**src/rtl/axi_mem_pkg.sv**
```systemverilog
// -----------------------------------------------------------------------------
// axi_mem_pkg
// Shared definitions for the AXI4 memory responder and its read buffer:
//   - AXI response codes
//   - responder FSM state type
//   - read buffer depth
// -----------------------------------------------------------------------------
package axi_mem_pkg;

   localparam logic [1:0] RESP_OKAY   = 2'b00;
   localparam logic [1:0] RESP_SLVERR = 2'b10;

   localparam int unsigned BUF_DEPTH = 2;

   typedef enum logic [1:0] {
      IDLE,
      WRITE,
      WRESP,
      READ
   } state_t;

endpackage

```
**src/rtl/axi_mem_rd_buf.sv**
```systemverilog
// -----------------------------------------------------------------------------
// axi_mem_rd_buf
// Small FIFO holding SRAM read beats on their way to the AXI R channel.
// Each entry carries the data word plus last/resp sideband.
// Ports:
//   clk, rst_n                 clock, async active-low reset (empties buffer)
//   push, push_data/last/resp  write one entry (caller guarantees not full)
//   pop                        drop head entry (caller guarantees not empty)
//   count                      current occupancy
//   valid                      buffer not empty
//   head_data/last/resp        head entry contents
// -----------------------------------------------------------------------------
module axi_mem_rd_buf
   import axi_mem_pkg::*;
#(
   parameter int unsigned DATA_WIDTH = 32,
   localparam int unsigned CNT_W     = $clog2(BUF_DEPTH + 1),
   localparam int unsigned PTR_W     = $clog2(BUF_DEPTH)
) (
   input  logic                  clk,
   input  logic                  rst_n,
   input  logic                  push,
   input  logic [DATA_WIDTH-1:0] push_data,
   input  logic                  push_last,
   input  logic [1:0]            push_resp,
   input  logic                  pop,
   output logic [CNT_W-1:0]      count,
   output logic                  valid,
   output logic [DATA_WIDTH-1:0] head_data,
   output logic                  head_last,
   output logic [1:0]            head_resp
);

   logic [DATA_WIDTH-1:0] data_q [BUF_DEPTH];
   logic                  last_q [BUF_DEPTH];
   logic [1:0]            resp_q [BUF_DEPTH];
   logic [PTR_W-1:0]      wr_ptr_q, rd_ptr_q;
   logic [CNT_W-1:0]      count_q;

   always_ff @(posedge clk or negedge rst_n) begin
      if (!rst_n) begin
         for (int i = 0; i < BUF_DEPTH; i++) begin
            data_q[i] <= '0;
            last_q[i] <= 1'b0;
            resp_q[i] <= RESP_OKAY;
         end
         wr_ptr_q <= '0;
         rd_ptr_q <= '0;
         count_q  <= '0;
      end else begin
         if (push) begin
            data_q[wr_ptr_q] <= push_data;
            last_q[wr_ptr_q] <= push_last;
            resp_q[wr_ptr_q] <= push_resp;
            wr_ptr_q         <= wr_ptr_q + PTR_W'(1);
         end
         if (pop) begin
            rd_ptr_q <= rd_ptr_q + PTR_W'(1);
         end
         unique case ({push, pop})
            2'b10:   count_q <= count_q + CNT_W'(1);
            2'b01:   count_q <= count_q - CNT_W'(1);
            default: count_q <= count_q;
         endcase
      end
   end

   assign count     = count_q;
   assign valid     = (count_q != '0);
   assign head_data = data_q[rd_ptr_q];
   assign head_last = last_q[rd_ptr_q];
   assign head_resp = resp_q[rd_ptr_q];

endmodule

```
**src/rtl/axi_mem_responder.sv**
```systemverilog
// -----------------------------------------------------------------------------
// axi_mem_responder
// AXI4 slave terminating one interconnect port onto a single-port word SRAM
// with 1-cycle read latency. One transaction at a time, INCR bursts, full-width
// beats. Address bits [1:0] are ignored.
// Ports:
//   clk, rst_n          clock, async active-low reset (aborts any burst)
//   aw_* / w_* / b_*    AXI write address / data / response channels
//   ar_* / r_*          AXI read address / data channels
//   mem_*_o, mem_rdata_i SRAM interface (rdata valid the cycle after a read)
// Build option:
//   AXI_MEM_RANGE_CHECK_EN  beats addressing beyond the SRAM get no access and
//                           SLVERR; otherwise addresses alias modulo SRAM size.
// -----------------------------------------------------------------------------
module axi_mem_responder
   import axi_mem_pkg::*;
#(
   parameter int unsigned AXI_ADDR_WIDTH = 32,
   parameter int unsigned AXI_DATA_WIDTH = 32,
   parameter int unsigned AXI_ID_WIDTH   = 4,
   parameter int unsigned MEM_ADDR_WIDTH = 12
) (
   input  logic                        clk,
   input  logic                        rst_n,
   // write address
   input  logic                        aw_valid,
   output logic                        aw_ready,
   input  logic [AXI_ID_WIDTH-1:0]     aw_id,
   input  logic [AXI_ADDR_WIDTH-1:0]   aw_addr,
   input  logic [7:0]                  aw_len,
   // write data
   input  logic                        w_valid,
   output logic                        w_ready,
   input  logic [AXI_DATA_WIDTH-1:0]   w_data,
   input  logic [AXI_DATA_WIDTH/8-1:0] w_strb,
   input  logic                        w_last,
   // write response
   output logic                        b_valid,
   input  logic                        b_ready,
   output logic [AXI_ID_WIDTH-1:0]     b_id,
   output logic [1:0]                  b_resp,
   // read address
   input  logic                        ar_valid,
   output logic                        ar_ready,
   input  logic [AXI_ID_WIDTH-1:0]     ar_id,
   input  logic [AXI_ADDR_WIDTH-1:0]   ar_addr,
   input  logic [7:0]                  ar_len,
   // read data
   output logic                        r_valid,
   input  logic                        r_ready,
   output logic [AXI_ID_WIDTH-1:0]     r_id,
   output logic [AXI_DATA_WIDTH-1:0]   r_data,
   output logic [1:0]                  r_resp,
   output logic                        r_last,
   // SRAM
   output logic                        mem_req_o,
   output logic                        mem_we_o,
   output logic [MEM_ADDR_WIDTH-1:0]   mem_addr_o,
   output logic [AXI_DATA_WIDTH/8-1:0] mem_be_o,
   output logic [AXI_DATA_WIDTH-1:0]   mem_wdata_o,
   input  logic [AXI_DATA_WIDTH-1:0]   mem_rdata_i
);

   // With range checking the full word address is tracked so overflow past the
   // SRAM is visible; without it only the SRAM bits are kept and wrap naturally.
`ifdef AXI_MEM_RANGE_CHECK_EN
   localparam int unsigned WORD_AW = AXI_ADDR_WIDTH - 2;
`else
   localparam int unsigned WORD_AW = MEM_ADDR_WIDTH;
`endif

   state_t                    state_q, state_d;
   logic                      init_q;           // blocks AXI accepts during/just after reset
   logic                      last_grant_rd_q;  // 1: last accept was a read
   logic [AXI_ID_WIDTH-1:0]   id_q;
   logic [7:0]                len_q;
   logic [7:0]                beat_cnt_q;       // beats written / reads issued
   logic [WORD_AW-1:0]        addr_q;
   logic                      wr_err_q;
   logic                      issue_done_q;
   logic                      infl_q, infl_last_q, infl_err_q;

   logic                      aw_acc, ar_acc, w_hs, pop, rd_issue, space;
   logic                      last_beat, beat_oob;
   logic [1:0]                buf_count;
   logic                      buf_valid, buf_last;
   logic [1:0]                buf_resp;
   logic [AXI_DATA_WIDTH-1:0] buf_data;
   logic                      unused_addr;

   assign unused_addr = ^{aw_addr, ar_addr};

   // Arbitration: on simultaneous requests the channel not granted last wins.
   assign ar_ready = (state_q == IDLE) & init_q & (~aw_valid | ~last_grant_rd_q);
   assign aw_ready = (state_q == IDLE) & init_q & (~ar_valid | last_grant_rd_q);
   assign ar_acc   = ar_valid & ar_ready;
   assign aw_acc   = aw_valid & aw_ready;
   assign w_hs     = (state_q == WRITE) & w_valid;
   assign pop      = buf_valid & r_ready;

   assign last_beat = (beat_cnt_q == len_q);

`ifdef AXI_MEM_RANGE_CHECK_EN
   assign beat_oob = |addr_q[WORD_AW-1:MEM_ADDR_WIDTH];
`else
   assign beat_oob = 1'b0;
`endif

   // Keep buffered + in-flight beats within the buffer, counting this cycle's pop.
   assign space    = (({1'b0, buf_count} + {2'b00, infl_q}) - {2'b00, pop}) < 3'd2;
   assign rd_issue = (state_q == READ) & ~issue_done_q & space;

   // ---------------------------------------------------------------- FSM state
   always_ff @(posedge clk or negedge rst_n) begin
      if (!rst_n) begin
         state_q <= IDLE;
      end else begin
         state_q <= state_d;
      end
   end

   // ----------------------------------------------------------- FSM next state
   always_comb begin
      state_d = state_q;
      unique case (state_q)
         IDLE: begin
            if (ar_acc) begin
               state_d = READ;
            end else if (aw_acc) begin
               state_d = WRITE;
            end
         end
         WRITE:   if (w_hs && last_beat) state_d = WRESP;
         WRESP:   if (b_ready) state_d = IDLE;
         READ:    if (pop && buf_last) state_d = IDLE;
         default: state_d = IDLE;
      endcase
   end

   // -------------------------------------------------------------- FSM outputs
   always_comb begin
      w_ready     = 1'b0;
      b_valid     = 1'b0;
      b_resp      = RESP_OKAY;
      mem_req_o   = 1'b0;
      mem_we_o    = 1'b0;
      mem_addr_o  = addr_q[MEM_ADDR_WIDTH-1:0];
      mem_be_o    = '0;
      mem_wdata_o = '0;
      unique case (state_q)
         WRITE: begin
            w_ready = 1'b1;
            if (w_valid) begin
               mem_req_o   = ~beat_oob;
               mem_we_o    = ~beat_oob;
               mem_be_o    = w_strb;
               mem_wdata_o = w_data;
            end
         end
         WRESP: begin
            b_valid = 1'b1;
            b_resp  = wr_err_q ? RESP_SLVERR : RESP_OKAY;
         end
         READ:    mem_req_o = rd_issue & ~beat_oob;
         default: ;
      endcase
   end

   // ----------------------------------------------------------------- datapath
   always_ff @(posedge clk or negedge rst_n) begin
      if (!rst_n) begin
         init_q          <= 1'b0;
         last_grant_rd_q <= 1'b0;
         id_q            <= '0;
         len_q           <= '0;
         beat_cnt_q      <= '0;
         addr_q          <= '0;
         wr_err_q        <= 1'b0;
         issue_done_q    <= 1'b0;
         infl_q          <= 1'b0;
         infl_last_q     <= 1'b0;
         infl_err_q      <= 1'b0;
      end else begin
         init_q <= 1'b1;
         if (aw_acc) begin
            last_grant_rd_q <= 1'b0;
            id_q            <= aw_id;
            len_q           <= aw_len;
            addr_q          <= aw_addr[WORD_AW+1:2];
            beat_cnt_q      <= '0;
            wr_err_q        <= 1'b0;
         end
         if (ar_acc) begin
            last_grant_rd_q <= 1'b1;
            id_q            <= ar_id;
            len_q           <= ar_len;
            addr_q          <= ar_addr[WORD_AW+1:2];
            beat_cnt_q      <= '0;
            issue_done_q    <= 1'b0;
         end
         if (w_hs) begin
            addr_q     <= addr_q + WORD_AW'(1);
            beat_cnt_q <= beat_cnt_q + 8'd1;
            if ((w_last != last_beat) || beat_oob) begin
               wr_err_q <= 1'b1;
            end
         end
         if (rd_issue) begin
            addr_q       <= addr_q + WORD_AW'(1);
            beat_cnt_q   <= beat_cnt_q + 8'd1;
            issue_done_q <= last_beat;
         end
         // One-cycle pipe matching SRAM read latency.
         infl_q      <= rd_issue;
         infl_last_q <= last_beat;
         infl_err_q  <= beat_oob;
      end
   end

   axi_mem_rd_buf #(
      .DATA_WIDTH (AXI_DATA_WIDTH)
   ) u_rd_buf (
      .clk       (clk),
      .rst_n     (rst_n),
      .push      (infl_q),
      .push_data (infl_err_q ? '0 : mem_rdata_i),
      .push_last (infl_last_q),
      .push_resp (infl_err_q ? RESP_SLVERR : RESP_OKAY),
      .pop       (pop),
      .count     (buf_count),
      .valid     (buf_valid),
      .head_data (buf_data),
      .head_last (buf_last),
      .head_resp (buf_resp)
   );

   assign b_id    = id_q;
   assign r_id    = id_q;
   assign r_valid = buf_valid;
   assign r_data  = buf_data;
   assign r_last  = buf_valid & buf_last;
   assign r_resp  = buf_valid ? buf_resp : RESP_OKAY;

endmodule

```
**config.mk**
```make
export PLATFORM = sky130hd
export DESIGN_NAME = axi_mem_responder
export DESIGN_NICKNAME = d
export VERILOG_FILES = /design/src/rtl/axi_mem_pkg.sv /design/src/rtl/axi_mem_rd_buf.sv /design/src/rtl/axi_mem_responder.sv
export SDC_FILE = /design/constraint.sdc
export NUM_CORES = 1
export LEC_CHECK = 0
export ABC_AREA = 1
export ABC_CLOCK_PERIOD_IN_PS = 2200
export BUFFER_PORTS_ARGS = -buffer_cell sky130_fd_sc_hd__buf_2
export CAP_MARGIN = 20
export CORE_ASPECT_RATIO = 0.75
export CORE_MARGIN = 5
export CORE_UTILIZATION = 43
export DETAILED_ROUTE_END_ITERATION = 8
export PLACE_DENSITY = 0.76
export SLEW_MARGIN = 30
export SYNTH_ARGS = -nofsm -noshare
export SYNTH_HDL_FRONTEND = slang
export SYNTH_SLANG_ARGS = --single-unit
```
**constraint.sdc**
```tcl
create_clock -name clk -period 2.2 [get_ports clk]
set_input_delay 0.11 -clock clk [delete_from_list [all_inputs] [get_ports clk]]
set_output_delay 0.11 -clock clk [all_outputs]
set_load 0.02 [all_outputs]
```
Word-level counts from Yosys, hierarchy flattened. Index checks and enable logic that the tools add are counted. Widths: inputs -> output; s select.

Bits in writable memories: 0. Register bits after elaboration: 114. Memories kept: 0. Output and inout bits: 100. Latch bits: 0. Bits of input ports: 164. ROM bits: 0. Logic and storage cells: 128.

Shift-type cells: 0. Reductions and logical operators: 10. Order comparisons: 4. Multiply operators: 0. Add/subtract/negate cells: 8. Div/mod/pow operators: 0. Multiplexer cells: 55. Bitwise logic cells: 20. Equality and inequality tests: 11.

Operators by type and width (count): $mux 32 (6); $bwmux 64 (1); $mux 12 (4); $mux 8 (6); $demux 32 s1 (1); $mux 2 (12); $mux 4 (4); $mux 1 (15); $add 12x1->12 const B (1); $and 1x1->1 (10); $add 8x1->8 const B (1); $eq 8x8->1 (1); $pmux 2 s4 (1); $reduce_bool 2->1 (4); $eq 2x2->1 const B (3); $and 4x4->4 (1); $eq 2x1->1 const B (2); $ge 2x2->1 const B (2); $ne 2x1->1 const B (2); $not 1->1 (4); $not 1->2 (2); $not 4->4 (1); $pmux 2 s2 (1); $reduce_and 4->1 (1); other kinds (18) (22).

Logic depth before layout (Yosys ltp). Gate-level depths: netlist (run 1).

Depth in word-level cells: 8. Mapped depth: 14. Depth with buffers taken out: 13.

Modules after synthesis. Synthesis (run 1) repeated with hierarchy kept, for this count alone.

Cells, all modules: 833. Area total of the unflattened synthesis: 6316.1 µm².

Modules (own cells, without submodules): axi_mem_rd_buf (area an instance 3405.8 µm², cells an instance 396, instances 1, sequential area each 1851.8 µm²); axi_mem_responder (area an instance 2910.3 µm², cells an instance 437, instances 1, sequential area each 1001.0 µm²).

Worst setup path before layout (run 1). No wires, ideal clock.

Path kind: register -> register. Start point: reg u_rd_buf.count_q[1], in the netlist u_rd_buf.count[1]. End point: reg addr_q[10], in the netlist mem_addr_o[10]. Library setup time: 0.117 ns. Buffers on the path: 1. Stages on the path, launching flop included: 13. Data arrival time: 2.109 ns. Path slack: -0.026 ns. Period minus slack after synthesis: 2.226 ns. Data required time: 2.083 ns. Path through: dfrtp_1 > inv_1 > nor2_1 > a21oi_1 > fa_1 > nand2_1 > nor2_1 > nand3_2 > nand2_4 > buf_4 > nand3_1 > nand3_1 > nand2_1.

Longest elaborated chain between the ends: 6. Elaborated cells between the ends (all ways): 8. Classes of those cells: add/sub: 2; order compare: 1; mux: 1; bitwise: 2; reduce/logical: 2.

Ends and longest elaborated chain: from (decl) (line axi_mem_rd_buf.sv:38) `logic [CNT_W-1:0] count_q;`; from (signal assigned) (line axi_mem_rd_buf.sv:61) `2'b10: count_q <= count_q + CNT_W'(1);`; from (signal assigned) (line axi_mem_rd_buf.sv:62) `2'b01: count_q <= count_q - CNT_W'(1);`; from (signal assigned) (line axi_mem_rd_buf.sv:63) `default: count_q <= count_q;`; parallel branches: the longest is 2 deep, another holds $add 2x1->3; $sub 3x1->3 * (line axi_mem_responder.sv:110) `assign space = (({1'b0, buf_count} + {2'b00, infl_q}) - {2'b00, pop}) < 3'd2;`; $lt 3x2->1 * (line axi_mem_responder.sv:110); $and 1x1->1 * (line axi_mem_responder.sv:111) `assign rd_issue = (state_q == READ) & ~issue_done_q & space;`; $reduce_bool 4->1 (no source line) / $mux 12 (equally long branches); to (signal assigned) (line axi_mem_responder.sv:189) `addr_q <= aw_addr[WORD_AW+1:2];`; to (signal assigned) (line axi_mem_responder.sv:197) `addr_q <= ar_addr[WORD_AW+1:2];`; to (signal assigned) (line axi_mem_responder.sv:202) `addr_q <= addr_q + WORD_AW'(1);`; to (decl) (line axi_mem_responder.sv:78) `logic [WORD_AW-1:0] addr_q;`.

Every way passes the cells marked *. A chain may end at the register's enable or synchronous reset.

Worst setup path in the final report (run 1).
Start point: reg u_rd_buf.count_q[0], in the netlist u_rd_buf.count[0]. End point: out mem_req_o.

Longest elaborated chain between the ends: 6. Elaborated cells between the ends (all ways): 7. Classes of those cells: add/sub: 2; order compare: 1; mux: 1; bitwise: 2; reduce/logical: 1.

Ends and longest elaborated chain: parallel branches: the longest is 2 deep, another holds $add 2x1->3; $sub 3x1->3 * (line axi_mem_responder.sv:110); $lt 3x2->1 * (line axi_mem_responder.sv:110); $and 1x1->1 * (line axi_mem_responder.sv:111); $pmux 1 s2 * (line axi_mem_responder.sv:150) `unique case (state_q)`; to (decl) (line axi_mem_responder.sv:56) `output logic mem_req_o,`.

Marked as above.

==> results by stage, run 1 <==
Final layout:
- The area of all placed cells without fillers is 8520 sq um.
- The share of post-route cells with drive strength above 1 is 0.285.
- The filler cell count is 1,165.
- In the final design database the tool counted 1,264 nets.
- From synthesis to final layout, the design area changed by 40.9%.
- The number of antenna repair diodes is 0.
- The post-route core utilization is 0.620.
- The most common cell after layout, fill and taps aside is sky130_fd_sc_hd__nand2_1.
- Leaving out fill and tap cells, the most frequent cells in the layout are sky130_fd_sc_hd__nand2_1 (320), sky130_fd_sc_hd__buf_2 (220), sky130_fd_sc_hd__dfrtp_1 (114), sky130_fd_sc_hd__o21ai_0 (82), sky130_fd_sc_hd__inv_1 (75).

Setup path:
- STA classifies the critical path startpoint as a register.
- For the worst setup path, the data arrival time is 2210 ps.
- The largest fanout on the critical path is 2.
- The worst setup path is of the register to primary output kind.
- Across all register-to-register paths, the minimum setup slack is -50 ps.
- The number of cells on the worst reg-to-reg path is 14.
- STA puts the critical path data required time at 2090 ps.
- The worst register-to-register path begins at u_rd_buf.count[0].
- The origin of the worst setup path is u_rd_buf.count[0].
- The endpoint type of the worst setup path is a primary output.

Timing:
- The worst hold slack is 6.25 ps.
- The setup clock skew after layout is 7.76 ps.
- The max-slew violation total from the final report came to 0.
- Setup violations remaining at the end of the flow were counted as 9.
- Of the available clock period, the critical path in the final layout requires 1.05.
- At the pin with the least slew margin, the transition time is about 640 ps.
- Setup repair after global routing could not meet its margin everywhere.
- The post-route worst setup slack is -119 ps.
- Derived from the worst setup path, the maximum achievable clock frequency is 0.431 GHz.
- For the finished layout, the period the worst path requires is 2320 ps.
- Measured against its own limit, the worst slew margin works out to 0.573.
- The final hold violation count is 0.

Clocking:
- No sink is reached through more buffers than the 2 on the longest clock path.
- The number of buffers inserted during clock tree synthesis is 17.
- The clock-pin slew of the registers on the worst-case setup and hold paths is 50 ps.
- The clock latency at the later pin of the worst-skew pair is 400 ps.
- Counting every sink on the clock net gives 114.
- The cell chosen for the clock root is sky130_fd_sc_hd__clkbuf_16.
- The clock tree from TritonCTS is done.
- The clock tree synthesis step divided the H-tree into 4 levels.

Status:
- The final reports fail on setup timing.
- The flow ran to the end, but the final reports show violations.

GRT:
- For this run, the total global-route usage over all layers was measured as 0.207.
- The via count of the first global-routing pass is ~6,000.
- The first global-routing pass estimated 28,400 um of wire.
- The pin count of the biggest net entering global routing is 63.
- The remaining global-route overflow is 0.
- The initial antenna violation count is 0.

Logic synthesis:
- The number of flops mapped to enable cells by yosys is 0.
- The area fraction of the dominant cell type after synthesis is 0.472.
- Synthesis produced a netlist whose cell count is a little over 800.
- Counting distinct cell types in the post-synthesis netlist gives 38.
- Ranked by total cell area, the synthesized netlist is headed by sky130_fd_sc_hd__dfrtp_1 (47%), sky130_fd_sc_hd__nand2_1 (20%), sky130_fd_sc_hd__o21ai_0 (6.9%).
- Counting every net in the synthesized netlist gives 996.
- Dividing the synthesized area by the synthesized cell count gives approximately 7.3 sq um.
- Of all flip-flops after synthesis, the portion carrying an async set or reset was 1.00.
- The fraction of the yosys area taken by sequential cells is 0.472.
- The flip-flop and latch count after synthesis is 114.
- The total number of yosys warnings is 0.
- The flip-flop cell with the highest count after synthesis is sky130_fd_sc_hd__dfrtp_1.
- After synthesis the cells add up to between 6000 and 7000 sq um.
- The biggest area contributor in the post-synthesis netlist is sky130_fd_sc_hd__dfrtp_1.

Min path:
- In this run the most critical hold path is launched from mem_rdata_i[20].
- The tightest min-delay check is of the input pin to register type.
- The number of stages on the worst hold path is 3.

Pwr:
- For this design the static power due to leakage is 0.00474 uW.
- IR analysis of the VDD net gives a maximum drop of 782 uV.
- The power after layout is 12,600 uW.
- The power density of the placed cells is 1480 nW/um^2.

Placement:
- The count of buffers added on input and output ports is 222.
- Detailed placement ended at an HPWL of 11,900 um.
- The placer congestion estimate is 0.867.
- The placed cell area is 7350 sq um.

Detailed routing:
- The detailed router placed 6,109 vias in this run.
- The sum of routed wire length over all layers is 17,300 um.
- The detail route stage leaves a number of antenna-violating nets equal to 0.
- In the routed layout, each cell is associated on average with a via count of ~4.8.
- The DRC violation total after the first TritonRoute iteration is approximately 330.
- The number of detailed-routing iterations run before antenna repair is 5.
- After detailed routing, the average wire length per cell comes to 13.5 um.
- In the routed design, unresolved DRC markers number 0.

Die:
- The number of I/O pins is 264.
- The total area inside the core boundary comes to 13,700 sq um.
- The number of standard-cell rows in the floorplan is 37.
- The die covers roughly 17,000 sq um.
- The initial core utilization is 0.440.
- The die is 147 um wide.
- The die height is 113 um.

Job:
- The tool flagged a number of max-cap violations equal to 0.
-- per-layer routing --
metal,track usage,routed length (um),up-vias
li1,-,-,3119
met1,0.266,7620,2783
met2,0.349,8270,190
met3,0.0516,1170,17
met4,0.0615,230,0
met5,0,0,-
-- repair_timing --
item / 4_1_cts / 5_1_grt
hold buffers: 41 / 0
setup endpoints to repair: 14 / 23
hold endpoints to repair: 84 / 0
pin swaps: 8 / 1
gates resized for setup: 11 / 5
setup buffers: 7 / 3
-- report_power, final --
part / internal [uW] / total, uW / switching, uW
combinational: 2140 / 5940 / 3800
clock: 1990 / 2970 / 978
sequential: 3050 / 3720 / 663
-- final timing paths --
| path | end |
|---|---|
| max | mem_req_o |
| min | u_rd_buf.data_q[20] |
| max reg2reg | mem_addr_o[9] |
| min reg2reg | u_rd_buf.data_q[32] |
| max in group asynchronous | u_rd_buf.rd_ptr_q |
| min in group asynchronous | u_rd_buf.data_q[46] |
-- per-stage QoR --
step / setup TNS [ps] / setup slack, ps / instances
2_1_floorplan: 0 / 42.6 / 829
3_3_place_gp: 0 / 30.0 / 1204
3_5_place_dp: -268 / -49.9 / 1204
4_1_cts: -687 / -110 / 1283
5_1_grt: -2150 / -218 / 1285
6_report: -356 / -119 / 1285
-- layout make-up --
class                      count  area [sq um]  share of cell area
inverter                      84           325              0.0382
sequential                   114          2850               0.335
clock inverter                12           179              0.0210
multi-input combinational    588          2680               0.314
timing repair buffer         292          1800               0.211
tap                          175           219              0.0257
clock buffer                  20           467              0.0548
-- cell usage after synthesis (2+ instances only) --
master / count
sky130_fd_sc_hd__nand2_4: 3
sky130_fd_sc_hd__dfrtp_1: 114
sky130_fd_sc_hd__nor3_1: 3
sky130_fd_sc_hd__o22ai_2: 5
sky130_fd_sc_hd__buf_6: 2
sky130_fd_sc_hd__o21ai_0: 83
sky130_fd_sc_hd__o21ai_2: 4
sky130_fd_sc_hd__xnor2_1: 3
sky130_fd_sc_hd__conb_1: 2
sky130_fd_sc_hd__nor2_2: 3
sky130_fd_sc_hd__nand2_1: 322
sky130_fd_sc_hd__inv_1: 77
sky130_fd_sc_hd__clkbuf_1: 23
sky130_fd_sc_hd__ha_1: 2
sky130_fd_sc_hd__xor2_1: 7
sky130_fd_sc_hd__a211oi_1: 2
sky130_fd_sc_hd__nand4_1: 4
sky130_fd_sc_hd__buf_4: 7
sky130_fd_sc_hd__nor2_1: 74
sky130_fd_sc_hd__buf_2: 4
sky130_fd_sc_hd__o22ai_1: 6
sky130_fd_sc_hd__nand3_1: 41
sky130_fd_sc_hd__a21oi_1: 7
sky130_fd_sc_hd__buf_1: 4
sky130_fd_sc_hd__inv_2: 5
sky130_fd_sc_hd__o21ai_1: 10
-- kinds of logic after synthesis --
| logic type | after synthesis | synth area share |
|---|---|---|
| AOI/OAI and AO/OA | 117 | 0.108 |
| buffers and inverters | 127 | 0.0925 |
| xor gates and xnor gates | 10 | 0.0145 |
| adders and majority gates | 3 | 0.00745 |
| other | 2 | 0.00124 |
| and+or+nand+nor | 456 | 0.305 |
| DFF | 114 | 0.472 |
-- critical path, cell delays in order (launching register included) --
cell,delay [ps]
sky130_fd_sc_hd__dfrtp_1,350
sky130_fd_sc_hd__inv_2,60
sky130_fd_sc_hd__buf_6,110
sky130_fd_sc_hd__nor3_4,140
sky130_fd_sc_hd__a21oi_2,60
sky130_fd_sc_hd__fa_1,480
sky130_fd_sc_hd__nand2_1,50
sky130_fd_sc_hd__nor2_1,120
sky130_fd_sc_hd__nand3_2,120
sky130_fd_sc_hd__nand2_4,100
sky130_fd_sc_hd__buf_6,100
sky130_fd_sc_hd__buf_6,110
-- registers in the layout, summed over array words and instances (netlist names), 2 cells and up --
| signal | cells |
|---|---|
| u_rd_buf.last_q | 2 |
| state_q | 2 |
| b_id | 4 |
| u_rd_buf.data_q | 64 |
| mem_addr_o | 12 |
| u_rd_buf.count | 2 |
| len_q | 8 |
| beat_cnt_q | 8 |
| u_rd_buf.resp_q | 4 |
(Power assumes the default switching activity.)
==> run 2: changes to the inputs <==
- CELL_PAD_IN_SITES_DETAIL_PLACEMENT: not set -> 1
- CELL_PAD_IN_SITES_GLOBAL_PLACEMENT: not set -> 2
- CORE_UTILIZATION: 43 -> 23
- PLACE_DENSITY: 0.76 -> not set
- PLACE_DENSITY_LB_ADDON: not set -> 0.1
==> run 2 against run 1 <==
Net effect:
- routed wire length up 25%
- the flow still finishes with violations (setup timing)
- die area rose by 79%
- sequential power about the same
- non-clock buffer count grew 15
==> results by stage, run 2 (same netlist as run 1, synthesis figures left out) <==
Clocking:
- The clock tree buffer depth is 2.
- The tree is rooted in a sky130_fd_sc_hd__clkbuf_16.
- The clock tree from TritonCTS is done.
- The clock-pin slew of the registers on the worst-case setup and hold paths is around 60 ps.
- The clock latency at the later pin of the worst-skew pair is around 400 ps.
- The number of buffers inserted during clock tree synthesis is 17.
- The CTS H-tree depth is 4.
- The clock net sink count is roughly 110.

GRT:
- The total overflow left after global routing is 0.
- The via count of the first global-routing pass is 6,401.
- The initial antenna violation count was 0.
- The first global-routing pass estimated 34,600 um of wire.
- The aggregate global-route resource usage is 0.145.
- Entering global routing, the biggest net connects 49 pins.

Pwr:
- The portion of total power attributed to combinational logic is 0.486.
- The power density of the placed cells is 1420 nW/um^2.
- The share of total power consumed by net switching is 0.460.
- The worst-case IR drop observed on VDD is a little under 600 uV.
- The share of power burned in the clock network is 0.217.
- The analysis attributes to cell leakage a power of 0.00478 uW.
- The sequential share of power is 0.296.
- The internal power is 6780 uW.
- Summing internal, switching and leakage power gives 12,600 uW.
- The net switching component of the power is 5780 uW.

Min path:
- The number of stages on the worst hold path is 3.
- In this run the worst hold path is classified as input pin to register.
- The terminating pin of the worst hold path is len_q[2].
- The beginning of the worst hold path is aw_len[2].

Timing:
- In the finished design, the share of the clock period the worst path needs comes to 1.05.
- The final hold violation count came to 0.
- The actual transition at the worst max-transition pin is 616 ps.
- The headroom to the max-slew limit is 0.589.
- The post-route worst setup slack is -108 ps.
- The max-slew violation total from the final report is 0.
- Setup repair after global routing could not meet its margin everywhere.
- Setup violations remaining at the end of the flow were counted as 14.
- The fmax is 0.433 GHz.
- The setup clock skew after layout is 11.0 ps.
- The clock period minus final worst setup slack is between 2000 and 2500 ps.

Die:
- 264 I/O pins were placed.
- The initialized floorplan defines 51 standard-cell rows.
- The core area is 25,900 sq um.
- The die covers around 30,000 sq um.
- Measured along the x axis, the die boundary spans 197 um.
- The initial core utilization is 0.233.
- The die height is 150 um.

Setup path:
- By startpoint and endpoint, the worst setup path is classified as register to primary output.
- Setup slack on the worst reg-to-reg path comes out at -90 ps.
- The arrival time at the worst endpoint is 2200 ps.
- For this run, the slowest stage of the critical path takes about 480 ps.
- The endpoint identified for the worst register-to-register timing path is mem_addr_o[0].
- The worst setup path is captured at a primary output.
- STA puts the critical path data required time at between 2000 and 2500 ps.
- The largest fanout on the critical path is 3.
- The number of cells on the worst reg-to-reg path is 15.
- The worst register-to-register path begins at u_rd_buf.count[0].
- The cell type of the slowest stage on the worst timing path is sky130_fd_sc_hd__fa_1.
- The signal on the critical path passes through inv_2 > nand2_4 > nor2_4 > a21oi_2 > fa_1 > nand2_1 > nor2_2 > nand3_2 > nand2_4 > buf_6 > buf_6.
- STA classifies the critical path startpoint as a register.

Final layout:
- The post-route core utilization is 0.341.
- More flip-flops sit in one register than any other, and that register is u_rd_buf.data_q.
- The register with the most flip-flops in the layout has 64 of them.
- The repair_antennas step left the layout with diodes totalling 0.
- In the layout the commonest cells are sky130_fd_sc_hd__nand2_1 (320), sky130_fd_sc_hd__buf_2 (220), sky130_fd_sc_hd__dfrtp_1 (113), sky130_fd_sc_hd__o21ai_0 (81), sky130_fd_sc_hd__inv_1 (76).
- Counting the fill cells in the layout gives 3,256.
- The share of post-route cells with drive strength above 1 is 0.286.
- The final net count is 1,280.
- Once layout is complete, the cells apart from fillers number 1,470.
- The most common cell after layout, fill and taps aside is sky130_fd_sc_hd__nand2_1.
- Relative to the synthesized area, the layout overhead comes to 46.1%.

Placement:
- Buffers placed on the I/O ports in this run total 222.
- After detailed placement, the design holds a cell count of 1,378.
- The placer congestion estimate is 0.730.
- The half-perimeter wire length after detailed placement is 15,400 um.

Detailed routing:
- In this run the remaining antenna-violating nets after routing total 0.
- The via count normalized by instance count is 4.16.
- The first detailed-routing pass ran for 4 iterations.
- Summing over every cut layer, the via total after detailed routing is 6,110.
- The average wire per standard cell is ~15 um.
- Summed over all layers, the routed wires come to 21,600 um.
- In this run, the number of DRC markers left after iteration 0 of detailed routing was 259.
- After detailed routing, the number of remaining DRC violations is 0.

Status:
- The flow ran to the end, but the final reports show violations.
- The final reports fail on setup timing.

Job:
- Max-cap violations in this run came to 0.
run 2: cell count changes in the layout (fill, tap and decap cells not counted), moves of 2 or more:
| cell | change |
|---|---|
| sky130_fd_sc_hd__inv_6 | +8 |
| sky130_fd_sc_hd__buf_12 | +2 |
| sky130_fd_sc_hd__buf_4 | +3 |
| sky130_fd_sc_hd__buf_6 | -2 |
| sky130_fd_sc_hd__bufinv_16 | -3 |
| sky130_fd_sc_hd__clkbuf_8 | -3 |
| sky130_fd_sc_hd__dlygate4sd3_1 | +12 |
run 2: area by class of cell:
type	instances	area, sq um	area share
Clock buffer	17	425	0.0482
Sequential cell	114	2850	0.323
Multi-Input combinational cell	588	2680	0.303
Timing Repair Buffer	307	1960	0.222
Tap cell	344	430	0.0487
Timing Repair inverter	1	8.76	0.000991
Clock inverter	15	148	0.0167
Inverter	84	333	0.0377
run 2: repair_timing:
action / in CTS / in global routing
endpoints found under the hold margin: 113 / 0
hold buffers: 53 / 0
gates cloned: 1 / 1
setup buffers: 4 / 1
endpoints found under the setup margin: 13 / 21
pin swaps: 3 / 2
resized for setup: 13 / 5
run 2: metal layers:
metal | share of wire | wire length, um | vias up | track usage
li1 | - | - | 3144 | -
met1 | 0.49 | 10500 | 2838 | 0.204
met2 | 0.46 | 9910 | 116 | 0.229
met3 | 0.045 | 971 | 12 | 0.0353
met4 | 0.0075 | 162 | 0 | 0.0298
met5 | 0 | 0 | - | 0
run 2: worst max-delay path by stage:
| stage | cells after the start | endpoint | slack [ps] | startpoint |
|---|---|---|---|---|
| after CTS | 11 | mem_req_o | -130 | u_rd_buf.count[0] |
| after global placement | 13 | mem_addr_o[8] | -6 | u_rd_buf.count[0] |
| after floorplan | 12 | mem_addr_o[10] | 40 | u_rd_buf.count[1] |
| final | 11 | mem_req_o | -110 | u_rd_buf.count[0] |
| after global routing | 11 | mem_req_o | -270 | u_rd_buf.count[0] |
| after detailed placement | 13 | mem_addr_o[8] | -60 | u_rd_buf.count[0] |
run 2: power groups by stage:
| stage | sequential [uW] | combinational [uW] | clock, uW |
|---|---|---|---|
| floorplan | 3760 | 3790 | 0 |
| global placement | 3750 | 5910 | 0 |
| detailed placement | 3760 | 5960 | 0 |
| CTS | 3730 | 6220 | 2820 |
| global route | 3880 | 6880 | 2920 |
| finish | 3730 | 6110 | 2730 |
run 2: through the flow:
stage	setup slack (ps)	hold WS (ps)	setup TNS, ps	instance area (sq um)
after floorplan	42.6	-186	0	6060
after global placement	-6.23	176	-6.70	7620
after detailed placement	-55.7	173	-401	7620
after CTS	-130	2.32	-583	8810
after global routing	-270	18.1	-3780	8830
final	-108	24.8	-616	8830
run 2: critical path, delay by kind of cell, from the launching register on:
kind,cells,cell delay [ps]
AO/OA/AOI/OAI,1,70
AND/OR/NAND/NOR,6,530
flip-flops,1,390
adder cells (fa/ha/maj),1,480
buffers and inverters,3,320
